===== src/rtl/if_fetch_ctrl.sv =====
// Instruction-fetch controller: owns the PC, runs a single-outstanding
// request/ack handshake to instruction memory, delivers words to IF/ID,
// and buffers one extra word when IF/ID stalls.
//
// Branches use a one-instruction delay slot. A branch seen while a fetch is
// still in flight is parked in br_pend/br_tgt and applied at the next
// completion.
//
// A flush that lands on an in-flight, non-completing request cannot move
// inst_addr. Requests are never withdrawn, and the address must stay stable
// while inst_req is high. So the flush target is held in redir_q, and the
// PC takes that value when the discarded ack arrives (DRAIN state).
module if_fetch_ctrl #(
    parameter logic [31:0] RESET_PC = 32'h0000_0000
) (
    input  logic        clk,
    input  logic        rst,
    input  logic        stall,
    input  logic        branch_flag,
    input  logic [31:0] branch_target,
    input  logic        flush,
    input  logic [31:0] new_pc,
    output logic        inst_req,
    output logic [31:0] inst_addr,
    input  logic        inst_ack,
    input  logic [31:0] inst_rdata,
    output logic        if_valid,
    output logic [31:0] if_inst,
    output logic [31:0] if_pc
);

    localparam int unsigned XLEN = 32;
    localparam int unsigned ILEN = 4;

    // RESET: idle after reset; REQ: fetch outstanding;
    // HOLD: skid full, no request; DRAIN: in-flight fetch will be discarded
    typedef enum logic [1:0] {
        ST_RESET = 2'd0,
        ST_REQ   = 2'd1,
        ST_HOLD  = 2'd2,
        ST_DRAIN = 2'd3
    } state_e;

    state_e            state_q;
    logic              inst_req_q;
    logic [XLEN-1:0]   pc_q;
    logic [XLEN-1:0]   redir_q;
    logic              br_pend_q;
    logic [XLEN-1:0]   br_tgt_q;
    logic              if_valid_q;
    logic [XLEN-1:0]   if_inst_q;
    logic [XLEN-1:0]   if_pc_q;
    logic [XLEN-1:0]   skid_inst_q;
    logic [XLEN-1:0]   skid_pc_q;

    logic              fire_c;
    logic              branch_c;
    logic              consume_c;
    logic              slot_free_c;
    logic [XLEN-1:0]   pc_d;

    // Edge events and the PC that follows a normal completion
    always_comb begin
        fire_c      = inst_req_q & inst_ack;
        branch_c    = branch_flag & ~stall;
        consume_c   = if_valid_q & ~stall;
        slot_free_c = ~if_valid_q | consume_c;
        pc_d        = pc_q + XLEN'(ILEN);
        if (branch_c) begin
            pc_d = branch_target;
        end else if (br_pend_q) begin
            pc_d = br_tgt_q;
        end
    end

    // Fetch sequencer: priority rst > flush > branch > stall/sequential
    always_ff @(posedge clk) begin
        if (!rst) begin
            state_q     <= ST_RESET;
            inst_req_q  <= 1'b0;
            pc_q        <= RESET_PC;
            redir_q     <= '0;
            br_pend_q   <= 1'b0;
            br_tgt_q    <= '0;
            if_valid_q  <= 1'b0;
            if_inst_q   <= '0;
            if_pc_q     <= '0;
            skid_inst_q <= '0;
            skid_pc_q   <= '0;
        end else if (flush) begin
            if_valid_q <= 1'b0;
            br_pend_q  <= 1'b0;
            if (inst_req_q && !inst_ack) begin
                state_q <= ST_DRAIN;
                redir_q <= new_pc;
            end else begin
                state_q    <= ST_REQ;
                inst_req_q <= 1'b1;
                pc_q       <= new_pc;
            end
        end else begin
            case (state_q)
                ST_RESET: begin
                    state_q    <= ST_REQ;
                    inst_req_q <= 1'b1;
                    if (branch_c) begin
                        br_pend_q <= 1'b1;
                        br_tgt_q  <= branch_target;
                    end
                end
                ST_REQ: begin
                    if (fire_c) begin
                        pc_q      <= pc_d;
                        br_pend_q <= 1'b0;
                        if (slot_free_c) begin
                            if_valid_q <= 1'b1;
                            if_inst_q  <= inst_rdata;
                            if_pc_q    <= pc_q;
                        end else begin
                            skid_inst_q <= inst_rdata;
                            skid_pc_q   <= pc_q;
                            inst_req_q  <= 1'b0;
                            state_q     <= ST_HOLD;
                        end
                    end else begin
                        if (branch_c) begin
                            br_pend_q <= 1'b1;
                            br_tgt_q  <= branch_target;
                        end
                        if (consume_c) begin
                            if_valid_q <= 1'b0;
                        end
                    end
                end
                ST_HOLD: begin
                    if (branch_c) begin
                        br_pend_q <= 1'b1;
                        br_tgt_q  <= branch_target;
                    end
                    if (consume_c) begin
                        if_valid_q <= 1'b1;
                        if_inst_q  <= skid_inst_q;
                        if_pc_q    <= skid_pc_q;
                        inst_req_q <= 1'b1;
                        state_q    <= ST_REQ;
                    end
                end
                ST_DRAIN: begin
                    if (branch_c) begin
                        br_pend_q <= 1'b1;
                        br_tgt_q  <= branch_target;
                    end
                    if (consume_c) begin
                        if_valid_q <= 1'b0;
                    end
                    if (fire_c) begin
                        pc_q    <= redir_q;
                        state_q <= ST_REQ;
                    end
                end
                default: begin
                    state_q    <= ST_RESET;
                    inst_req_q <= 1'b0;
                end
            endcase
        end
    end

    assign inst_req  = inst_req_q;
    assign inst_addr = pc_q;
    assign if_valid  = if_valid_q;
    assign if_inst   = if_inst_q;
    assign if_pc     = if_pc_q;

endmodule


===== config.mk =====
export PLATFORM = sky130hd
export DESIGN_NAME = if_fetch_ctrl
export DESIGN_NICKNAME = d
export VERILOG_FILES = /design/src/rtl/if_fetch_ctrl.sv
export SDC_FILE = /design/constraint.sdc
export NUM_CORES = 1
export LEC_CHECK = 0
export CAP_MARGIN = 20
export CORE_MARGIN = 10
export CORE_UTILIZATION = 35
export DETAILED_ROUTE_END_ITERATION = 8
export PLACE_DENSITY = 0.68
export SYNTH_ARGS = -nofsm -noshare
export SYNTH_HDL_FRONTEND = slang
export SYNTH_SLANG_ARGS = --single-unit

===== constraint.sdc =====
create_clock -name clk -period 2.6 [get_ports clk]
set_input_delay 0.52 -clock clk [delete_from_list [all_inputs] [get_ports clk]]
set_output_delay 0.52 -clock clk [all_outputs]
set_load 0.005 [all_outputs]

==> impl_metrics.toml <==
[run_status]
outcome = "finished clean"

[worst_hold_path]
hold_class = "reg2reg"
whs_path_depth = 2
hold_end = "br_tgt_q[8]"
hp-start = "br_tgt_q[8]"

[setup_path]
worstRegToRegCells = 4
worstPathCellList = "clkdlybuf4s50_1"
cpMaxStageDelayCell = "clkdlybuf4s50_1"
required_ns = 2.08
start_kind = "register"
rr_endpoint = "inst_addr[19]"
critPathMaxStageDelay_ns = 0.63
cp_num_buf_inv = 1
r2r_slack_ns = 0.51
cp_top_family = "buffers and inverters"
cp-end-kind = "output port"
cp_max_fo = 11
cp.arrival_ns = 1.73
crit_type = "reg2out"
crit-reg2reg-launch = "state_q[0]"

[clocking]
clk_path_buf_depth = 3
post_cts_resized = 0
worstSkewPairLatency_ns = 0.53
root_buffer = "clkbuf_16"
cts_hold_buf = 0
cts_tree = "done"
path_clk_slew_ns = 0.06
cts_num_sinks = 229
h-tree-depth = 1
cts_setup_buffers = 0
cts_inserted_buffers = 26

[synth]
yosys.area_share.simple_pct = 25.36
muxShareOfSynthArea_pct = 0.4949
syn-cell-area_um2 = 10370
postSynth.asyncResetShare_pct = 0
synth_xor_area_share_pct = 1.352
synth_top_family_by_area = "simple AND/OR/NAND/NOR gates"
ys_seq_area_share_pct = 44.22
synth_enable_flop_cells = 0
synthAdderAreaFrac_pct = 0.1207
yosysWarnings = 0
syn_inst = 1359
synth_nets = 1462
ys_ff_latch = 229
ys_types = 55
synthFlopType = "dfxtp_1"
syn_area_per_cell_um2 = 7.628
synth_compound_area_share_pct = 23.22

[floorplan]
dieArea_um2 = 36900
core-area_um2 = 28940
rows = 62
die-height_um = 192.1
dieWidth_um = 192.1
ios = 200
start_util_pct = 35.83

[global_routing]
grt_antenna_before_repair = 1
grt_usage_pct = 18.78
grt_max_degree = 88
grt_pass1_vias = 9819
grt_pass1_wl_um = 56330
overflow = 0

[sta]
max_freq_ghz = 0.4438
rsz0062_at_grt = "false"
slew_viol_final = 0
setup_viol = 0
tns_ns = 0
post-route-period-util_pct = 86.66
clock-skew-final_ns = 0.009018
tightest_slew_ns = 0.8137
fin_crit_ns = 2.253
hold_violations = 0
slew_headroom_pct = 45.75
setup_slack_ns = 0.3469

[place]
globalplace.congestion = 0.8603
io_buffers = 199
dp_hpwl_um = 25170
dp.cells = 1879
pre_cts_ws_ns = 0.1017

[final_layout]
drive_above_1_share_pct = 8.366
nFillCells = 2810
final_nets = 1626
final_cell_mix = "nand2_1 (407), dfxtp_1 (229), clkdlybuf4s50_1 (198), a21oi_1 (168), nor2_1 (88)"
area_delta_synth_final_pct = 33.49
layout_commonest_cell = "nand2_1"
final_cell_count_no_fill = 1927

[power_and_ir_drop]
vdd_ir_drop_max_v = 0.0004689
p_leak_nw = 4.740
p_per_area_nw_per_um2 = 620.2

[drt]
vias = 10428
drt_iter0_drc = 793
finalWirelength_um = 36210
drc = 0
ant_nets = 0
via_per_inst = 5.412
firstDrtPassIters = 7
routedWlPerCell_um = 18.79

[flow_run]
drv_cap = 0
Yosys cell counts, types with 4 or more instances:
| cell | instances | share of area, % |
|---|---|---|
| a211oi_1 | 9 | 0.65 |
| a21o_1 | 6 | 0.43 |
| a21oi_1 | 168 | 8.1 |
| a221o_1 | 7 | 0.68 |
| a221oi_1 | 6 | 0.51 |
| a311oi_1 | 67 | 5.7 |
| a31o_1 | 5 | 0.42 |
| a31oi_1 | 13 | 0.78 |
| and3_1 | 13 | 0.78 |
| and4_1 | 6 | 0.51 |
| buf_1 | 8 | 0.29 |
| buf_2 | 34 | 1.6 |
| clkbuf_1 | 83 | 3.0 |
| dfxtp_1 | 229 | 44 |
| inv_1 | 6 | 0.22 |
| mux2i_1 | 4 | 0.39 |
| nand2_1 | 407 | 15 |
| nand2b_1 | 4 | 0.24 |
| nand3_1 | 20 | 0.97 |
| nand4_1 | 14 | 0.84 |
| nor2_1 | 89 | 3.2 |
| nor3_1 | 13 | 0.63 |
| o211ai_1 | 14 | 1.0 |
| o21a_1 | 5 | 0.36 |
| o21ai_0 | 42 | 2.0 |
| o221ai_1 | 8 | 0.68 |
| or3_1 | 15 | 0.91 |
| xnor2_1 | 6 | 0.51 |
| xor2_1 | 10 | 0.84 |
state kept, by name (all words and copies together) (netlist names), 2 cells and up:
name / flops
state_q: 2
skid_pc_q: 32
skid_inst_q: 32
if_pc: 32
inst_addr: 32
redir_q: 32
br_tgt_q: 32
if_inst: 32
worst max path at each step:
stage,endpoint,start,depth (start not counted),slack (ns)
floorplan,inst_addr[20],inst_addr[2],6,0.76
global placement,inst_addr[19],inst_ack,7,0.16
detailed placement,if_inst[23],inst_ack,8,0.10
CTS,inst_addr[16],inst_addr[16],1,0.33
global route,inst_addr[16],inst_addr[16],1,0.28
finish,inst_addr[16],inst_addr[16],1,0.35
final cells by class:
cell class / instances / area [um^2] / share of cell area, %
multi-input combinational: 998 / 5273 / 38.10
sequential: 229 / 4584 / 33.13
timing repair buffer: 262 / 2610 / 18.86
clock buffer: 36 / 769.5 / 5.561
tap: 384 / 480.5 / 3.472
clock inverter: 11 / 91.34 / 0.6600
inverter: 6 / 27.53 / 0.1989
antenna: 1 / 2.502 / 0.01808
stage by stage:
stage                     area [um^2]  hold slack [ns]  total power, mW  utilization (%)
after global placement          12970           0.4367            4.964            44.84
final                           13840           0.4508            8.582            47.83
after detailed placement        12970           0.4420            4.982            44.84
after floorplan                 10370           0.4319            4.327                -
after CTS                       13840           0.4504            8.650            47.82
after global routing            13840           0.4702            8.905            47.83
metal layers:
layer | global-route usage (%) | vias up | wire (um)
met5 | 0 | - | 0
met1 | 25.47 | 4884 | 16020
met2 | 29.36 | 412 | 16170
met4 | 5.039 | 0 | 777
met3 | 4.226 | 52 | 3247
li1 | - | 5080 | -
report_power, final:
part	internal, mW	switching, mW
sequential	3.63	0.133
combinational	0.555	0.599
clock	2.16	1.50
total	6.35	2.24
cells by family after synthesis:
| logic type | after synthesis |
|---|---|
| adders and majority gates | 1 |
| DFF | 229 |
| buffers and inverters | 132 |
| AOI/OAI and AO/OA | 371 |
| and+or+nand+nor | 605 |
| xor gates and xnor gates | 16 |
| muxes | 5 |
(Power assumes the default switching activity.)
